### config.mk
export PLATFORM = sky130hd
export DESIGN_NAME = spi_burst_control_unit
export DESIGN_NICKNAME = d
export VERILOG_FILES = /design/src/rtl/spi_burst_control_unit.sv
export SDC_FILE = /design/constraint.sdc
export NUM_CORES = 1
export LEC_CHECK = 0
export ABC_AREA = 1
export CAP_MARGIN = 0
export CORE_ASPECT_RATIO = 0.8
export CORE_MARGIN = 4
export CORE_UTILIZATION = 44
export DETAILED_ROUTE_END_ITERATION = 10
export HOLD_SLACK_MARGIN = 0.15
export PLACE_DENSITY_LB_ADDON = 0.12
export SETUP_SLACK_MARGIN = 0.5
export SLEW_MARGIN = 20
export SYNTH_ARGS = -nofsm -noshare
export SYNTH_HDL_FRONTEND = slang
export SYNTH_SLANG_ARGS = --single-unit
export TNS_END_PERCENT = 30
### constraint.sdc
create_clock -name clk -period 1.4 [get_ports clk]
set_clock_uncertainty 0.2 [all_clocks]
set_input_delay 0.28 -clock clk [delete_from_list [all_inputs] [get_ports clk]]
set_output_delay 0.28 -clock clk [all_outputs]
set_load 0.03 [all_outputs]
### src/rtl/spi_burst_control_unit.sv
// SPI frame decoder: one opcode byte, ADDR_BYTES address bytes (MSB first), then data bytes.
// Define SPI_BURST_EN to support burst opcodes 0x02/0x03 and build the address incrementer.
module spi_burst_control_unit #(
  parameter int ADDR_BYTES = 2,
  parameter int NUM_REGS   = 3
) (
  input  logic                    clk,
  input  logic                    reset_n,
  input  logic                    cs,
  input  logic                    data_valid,
  input  logic [7:0]              rx_byte,
  input  logic [NUM_REGS-1:0]     reg_ready_clear,
  output logic                    instr_reg_en,
  output logic [ADDR_BYTES-1:0]   addr_byte_en,
  output logic [8*ADDR_BYTES-1:0] mem_addr,
  output logic                    write_memory_enable,
  output logic                    read_memory_request,
  output logic [NUM_REGS-1:0]     reg_ready_en,
  output logic [NUM_REGS-1:0]     reg_ready,
  output logic                    spi_instruction_done,
  output logic                    frame_abort,
  output logic                    illegal_instr
);

  localparam int AW = 8 * ADDR_BYTES;

  typedef enum logic [2:0] {S_IDLE, S_INSTR, S_ADDR, S_DATA, S_IGNORE} state_e;

  state_e              state_q;
  logic [7:0]          opcode_q;
  logic [2:0]          addr_cnt_q;
  logic                data_seen_q;
  logic [AW-1:0]       mem_addr_q;
  logic [NUM_REGS-1:0] reg_ready_q;
  logic                read_req_q;
  logic                done_q;
  logic                abort_q;
  logic                illegal_q;

  logic                dv_act;
  logic                op_is_read;
  logic                op_wr_single;
  logic                op_wr_burst;
  logic                op_rd_burst;
  logic                last_addr;
  logic                frame_complete;
  logic [AW-1:0]       addr_shift_d;
  logic [NUM_REGS-1:0] reg_sel;

  function automatic logic is_reg_op(input logic [7:0] op);
    is_reg_op = 1'b0;
    for (int k = 0; k < NUM_REGS; k++)
      if (op == 8'(5 + 2 * k)) is_reg_op = 1'b1;
  endfunction

  function automatic logic is_legal_op(input logic [7:0] op);
`ifdef SPI_BURST_EN
    is_legal_op = (op <= 8'h03) || is_reg_op(op);
`else
    is_legal_op = (op <= 8'h01) || is_reg_op(op);
`endif
  endfunction

  assign dv_act = data_valid && !cs;

  always_comb begin
    op_wr_single = (opcode_q == 8'h01);
`ifdef SPI_BURST_EN
    op_rd_burst  = (opcode_q == 8'h02);
    op_wr_burst  = (opcode_q == 8'h03);
`else
    op_rd_burst  = 1'b0;
    op_wr_burst  = 1'b0;
`endif
    op_is_read   = (opcode_q == 8'h00) || op_rd_burst;
    last_addr    = (addr_cnt_q == 3'(ADDR_BYTES - 1));
    addr_shift_d = (mem_addr_q << 8) | AW'(rx_byte);
    // Reads are complete once the address is in; writes need at least one data byte.
    frame_complete = (state_q == S_DATA) && (op_is_read || data_seen_q);
    for (int k = 0; k < NUM_REGS; k++)
      reg_sel[k] = (opcode_q == 8'(5 + 2 * k));
  end

  always_comb begin
    instr_reg_en = dv_act && (state_q == S_INSTR);
    for (int i = 0; i < ADDR_BYTES; i++)
      addr_byte_en[i] = dv_act && (state_q == S_ADDR) && (addr_cnt_q == 3'(ADDR_BYTES - 1 - i));
    write_memory_enable = dv_act && (state_q == S_DATA) &&
                          ((op_wr_single && !data_seen_q) || op_wr_burst);
    reg_ready_en = (dv_act && (state_q == S_DATA) && !data_seen_q) ? reg_sel : '0;
  end

  always_ff @(posedge clk or negedge reset_n) begin
    if (!reset_n) begin
      state_q     <= S_IDLE;
      opcode_q    <= 8'h00;
      addr_cnt_q  <= 3'd0;
      data_seen_q <= 1'b0;
      mem_addr_q  <= '0;
      reg_ready_q <= '0;
      read_req_q  <= 1'b0;
      done_q      <= 1'b0;
      abort_q     <= 1'b0;
      illegal_q   <= 1'b0;
    end else begin
      read_req_q  <= 1'b0;
      done_q      <= 1'b0;
      abort_q     <= 1'b0;
      illegal_q   <= 1'b0;
      reg_ready_q <= (reg_ready_q & ~reg_ready_clear) | reg_ready_en;
      if (cs) begin
        if (state_q != S_IDLE) begin
          done_q  <= frame_complete;
          abort_q <= !frame_complete && (state_q != S_IGNORE);
        end
        state_q <= S_IDLE;
      end else begin
        case (state_q)
          S_IDLE: begin
            state_q     <= S_INSTR;
            addr_cnt_q  <= 3'd0;
            data_seen_q <= 1'b0;
          end
          S_INSTR: begin
            if (data_valid) begin
              opcode_q <= rx_byte;
              if (is_legal_op(rx_byte)) begin
                state_q <= S_ADDR;
              end else begin
                state_q   <= S_IGNORE;
                illegal_q <= 1'b1;
              end
            end
          end
          S_ADDR: begin
            if (data_valid) begin
              mem_addr_q <= addr_shift_d;
              addr_cnt_q <= addr_cnt_q + 3'd1;
              if (last_addr) begin
                state_q    <= S_DATA;
                read_req_q <= op_is_read;
              end
            end
          end
          S_DATA: begin
            if (data_valid) begin
              data_seen_q <= 1'b1;
`ifdef SPI_BURST_EN
              if (op_rd_burst || op_wr_burst) mem_addr_q <= mem_addr_q + AW'(1);
              if (op_rd_burst) read_req_q <= 1'b1;
`endif
            end
          end
          default: ;
        endcase
      end
    end
  end

  assign mem_addr             = mem_addr_q;
  assign reg_ready            = reg_ready_q;
  assign read_memory_request  = read_req_q;
  assign spi_instruction_done = done_q;
  assign frame_abort          = abort_q;
  assign illegal_instr        = illegal_q;

endmodule

Word level (Yosys, flattened, before mapping):

Cells that the tools add are included.

* register bits after elaboration: 38
* bits of input ports: 15

* $add $sub $neg: 1
* $lt $le $gt $ge: 1
* eq/ne operators: 17
* muxes and demuxes: 29
* bitwise operators: 5
* reductions and logical operators: 28

Operators with widths (number)
* 8-bit by 3-bit equality test with 1-bit output (second input constant): 4
* 3-bit 2-to-1 mux: 7
* 1-bit 2-to-1 mux: 19
* 8-bit by 4-bit equality test with 1-bit output (second input constant): 2
* 16-bit by 8-bit bitwise OR with 16-bit output: 1
* 3-bit != test (second input constant): 4
* 3-bit AND reduction: 4
* 1-bit logical AND: 11
* 3-bit one-hot mux with 3 select lines: 1
* 8-bit by 1-bit equality test with 1-bit output (second input constant): 1
* 8-bit by 1-bit less-or-equal comparator with 1-bit output (second input constant): 1
* 8-bit zero test: 1
* 3-bit by 1-bit equality test with 1-bit output (second input constant): 2
* 3-bit by 2-bit equality test with 1-bit output (second input constant): 2
* 3-bit zero test: 2
* 3-bit one-hot mux with 2 select lines: 1
* 2-bit != test (second input constant): 2
* 4-bit AND reduction: 1
* 2-bit nonzero test: 2
* 4-bit nonzero test: 1
* 3-bit by 1-bit adder with 3-bit output (second input constant): 1
* 3-bit bitwise AND: 1
* 1-bit zero test: 3
* 3-bit NOT: 1
* 5 further kinds: 6

Depth between registers and ports, before layout:

* depth in word-level cells: 12
* gate-level depth with buffers: 8
* mapped depth without buffers: 8

Least setup slack after synthesis:

No wires, ideal clock.

* path type: register to output
* start point: reg state_q[1]
* end point: out reg_ready_en[0]
* data arrival time: 1.319 ns
* required time: 0.920 ns
* setup slack: -0.399 ns
* stages on the path, launching flop included: 7
* path through: dfrtp_1 -> nand2_1 -> nor2_2 -> nand2_2 -> nor2_4 -> nand3_2 -> nor2_1

* longest elaborated chain between the ends: 4

RTL lines
* start, declared: line 29 `state_e state_q;`
* start signal, assigned: line 95 `state_q <= S_IDLE;`
* start signal, assigned: line 116 `state_q <= S_IDLE;`
* start signal, assigned: line 120 `state_q <= S_INSTR;`
* 3-bit by 2-bit equality test with 1-bit output: line 90 `reg_ready_en = (dv_act && (state_q == S_DATA) && !data_seen_q) ? reg_sel : '0;`
* 1-bit logical AND (2 in a row): line 90
* 3-bit 2-to-1 mux: line 90
* end, declared: line 18 `output logic [NUM_REGS-1:0] reg_ready_en,`

Every way passes these cells.

Worst setup path after layout:

* start point: reg state_q[1]
* end point: out instr_reg_en

* longest elaborated chain between the ends: 2

RTL lines
* 3-bit by 1-bit equality test with 1-bit output: line 85 `instr_reg_en = dv_act && (state_q == S_INSTR);`
* 1-bit logical AND: line 85
* end, declared: line 13 `output logic instr_reg_en,`

Every way passes these cells.

==> key figures <==
Clock network
  • Clock Path Buffers: 2
  • CTS tree: yes
  • CTS sink count: 38
  • Root buffer cell: clkbuf_8
  • H-tree depth: 2
  • CTS Buf Count: 5
  • Post-CTS Hold Fix Bufs: 1
  • Worst skew pair latency: 0.29 ns
  • Clock slew at reported path FFs: 0.07 ns

Drt
  • DR pass1 iterations: 4
  • # DRC: 0
  • DR vias/cell: 4.76
  • Drt wl/cell: roughly 13 um
  • Via count: 1737
  • DR iter-0 viols: 97
  • Total Wirelength: 4.78 mm
  • ANT nets after route: 0

STA
  • Setup violators final: 43
  • Worst setup margin: -0.577 ns
  • Final period util: 1.41
  • RSZ-0062 raised after global routing: yes
  • F_max: 0.506 GHz
  • Final-report hold violation count: 38
  • Max transition margin: 0.839
  • Worst-Margin Slew: 0.240 ns
  • Final slew viol count: 0
  • Crit path time final: approximately 2 ns
  • Hold_ws: -0.0847 ns

Logic synthesis
  • Post-synthesis cell area: 0.00178 sq mm
  • Yosys reg bits: 38
  • Mapped Cells: 210
  • Number of synthesized flops with an enable pin: 0
  • Mapped Nets: 228
  • Top FF cell, synth: dfrtp_1
  • Ys async rst share: 1.00
  • Register area share after synthesis: 0.534
  • Post-synthesis cell type count: 24
  • Synth warnings: 0
  • Syn Area/Cell: 8.47 sq um

Global route
  • Vias in the first global route: 1623
  • Global-route wire length before repair: 7.33 mm
  • Global route total overflow: 0
  • Global-route usage over all layers: 0.185
  • Initial antenna violation count: 0
  • Largest net degree at the start of global routing: 39

Die
  • Die Area: 0.00513 sq mm
  • Die X: 79.1 um
  • I/O pin count: 45
  • Die Height: 64.9 um
  • Row Count: 20
  • Core box area: 0.00385 sq mm
  • Initial Utilization: 0.462

Power
  • Register share of total power: 0.420
  • Comb pwr share: 0.345
  • Leakage: 0.00156 uW
  • Sw Ratio: 0.340
  • Clock power frac: 0.235
  • PwrDens: 1060 mW/mm^2
  • Worst IR Drop VDD: roughly 830 uV
  • Switching pwr: between 1000 and 1500 uW
  • Cell internal pwr: around 2200 uW

Worst setup path
  • CP startpoint: state_q[1]
  • CP Class: reg -> out
  • Crit Reg-Reg Startpoint: state_q[1]
  • Arrival time at the worst endpoint: 1.50 ns
  • Worst setup EP type: output port
  • Startpoint Class: register
  • Required time worst endpoint: 0.92 ns
  • CP max FO: 3

Outcome
  • Run status: complete, but fails checks
  • Violated checks: negative hold slack, negative setup slack

Placement
  • Place WS: -0.652 ns
  • Cells after DPL: around 340
  • Post-detail-place hpwl: 2.94 mm
  • Gpl congestion: roughly 0.80
  • Placed Area: 0.00251 sq mm
  • Port-buffer cells: 44

Final layout
  • Fin cells: 365
  • Area Overhead vs Synth: 73.3%
  • Net count, final: 327
  • Inserted Diodes: 0
  • Ratio of cells with drive above 1 in the final layout: 0.506
  • Final instance area: 0.00308 sq mm
  • Area of the multi-input gates: ~920 sq um
  • Fillers: approximately 260
  • Register area: roughly 950 sq um

Min path
  • HP Class: in -> async

Job
  • Total of max-cap violations: 0
synth_stat cells, types with 3 or more instances:
cell type	n	area share
o21ai_1	10	0.028
nor2_1	17	0.036
nand2_1	71	0.15
inv_1	24	0.051
inv_2	3	0.0063
o21ai_2	7	0.034
o21ai_0	5	0.014
ha_1	3	0.021
nand3_1	8	0.023
nand2_2	3	0.011
dfrtp_1	38	0.53
cell families after synthesis:
family / Yosys count / share of synthesized area
flip-flops: 38 / 0.534
AND/OR/NAND/NOR: 111 / 0.274
buffers and inverters: 31 / 0.0745
AO/OA/AOI/OAI: 27 / 0.0963
adder cells (fa/ha/maj): 3 / 0.0211
metal layers:
metal,global-route usage,part of all wire,vias to the layer above
met2,0.310,0.51,44
met4,0.0515,0.0075,0
met5,0,0,-
met1,0.239,0.43,830
met3,0.0472,0.052,5
li1,-,-,858
registers in the layout (all words and copies together) (netlist names):
| name | cells |
|---|---|
| illegal_instr | 1 |
| mem_addr | 16 |
| opcode_q | 8 |
| read_memory_request | 1 |
| addr_cnt_q | 3 |
| reg_ready | 3 |
| data_seen_q | 1 |
| frame_abort | 1 |
| state_q | 3 |
| spi_instruction_done | 1 |
layout make-up:
class / instances / area share
sequential: 38 / 0.308
timing repair buffer: 96 / 0.306
multi-input combinational: 141 / 0.297
inverter: 27 / 0.0365
clock buffer: 7 / 0.0280
tap: 55 / 0.0223
clock inverter: 1 / 0.00162
critical path, stage by stage, from the launching register on:
cell and delay [ns]:
dfrtp_1 0.40, buf_4 0.14, buf_6 0.10, buf_6 0.12, nor3_4 0.13, nand2_2 0.10
clkinvlp_4 0.09, buf_6 0.12
repair_timing:
item,4_1_cts,5_1_grt
pin swaps,12,13
gates resized for setup,41,46
hold endpoints to repair,38,38
cloned,1,1
setup endpoints to repair,68,106
setup buffers,12,3
final timing paths:
kind | endpoint | slack [ns] | cells past startpoint
min in group clk | mem_addr[12] | 0.27 | 2
worst max register to register | mem_addr[8] | -0.41 | 10
worst min-delay path | reg_ready[1] | -0.08 | 3
max in group asynchronous | opcode_q[4] | 0.88 | 3
worst max-delay path | instr_reg_en | -0.58 | 7
worst min register to register | mem_addr[12] | 0.27 | 2
layout by cell type (no fill, tap or decap):
cell | Yosys | layout
a21oi_1 | 2 | 1
a21oi_4 | 0 | 1
buf_12 | 0 | 4
buf_2 | 1 | 1
buf_4 | 2 | 50
buf_6 | 1 | 24
buf_8 | 0 | 1
bufbuf_16 | 0 | 1
clkbuf_1 | 0 | 1
clkbuf_16 | 0 | 1
clkbuf_8 | 0 | 6
clkdlybuf4s50_1 | 0 | 11
clkinv_2 | 0 | 1
clkinvlp_4 | 0 | 1
dfrtp_1 | 38 | 38
dlygate4sd2_1 | 0 | 2
dlymetal6s4s_1 | 0 | 1
ha_1 | 3 | 3
inv_1 | 24 | 19
inv_2 | 3 | 4
inv_4 | 0 | 3
nand2_1 | 71 | 47
nand2_2 | 3 | 21
nand2_4 | 0 | 6
nand3_1 | 8 | 5
nand3_2 | 2 | 3
nand3_4 | 0 | 2
nand4_1 | 2 | 2
nor2_1 | 17 | 10
nor2_2 | 2 | 2
nor2_4 | 2 | 9
nor3_2 | 2 | 2
nor3_4 | 0 | 2
o21ai_0 | 5 | 1
o21ai_1 | 10 | 10
o21ai_2 | 7 | 11
o21bai_1 | 1 | 1
o21bai_2 | 1 | 1
o22ai_1 | 1 | 1
metrics by stage:
stage | util | total power [uW] | TNS [ns]
after floorplan | - | 1800 | -1.28
after global placement | 0.653 | 2200 | -18.60
after detailed placement | 0.653 | 2210 | -19.44
after CTS | 0.749 | 3110 | -8.92
after global routing | 0.800 | 3440 | -15.82
final | 0.800 | 3270 | -13.64
power groups by stage:
stage               logic (uW)  registers [uW]  clock network (uW)
finish                    1130            1370                 769
global route              1210            1380                 842
CTS                        993            1330                 786
detailed placement         865            1350                   0
global placement           859            1340                   0
floorplan                  416            1390                   0
Power figures use the tool's default switching activity.
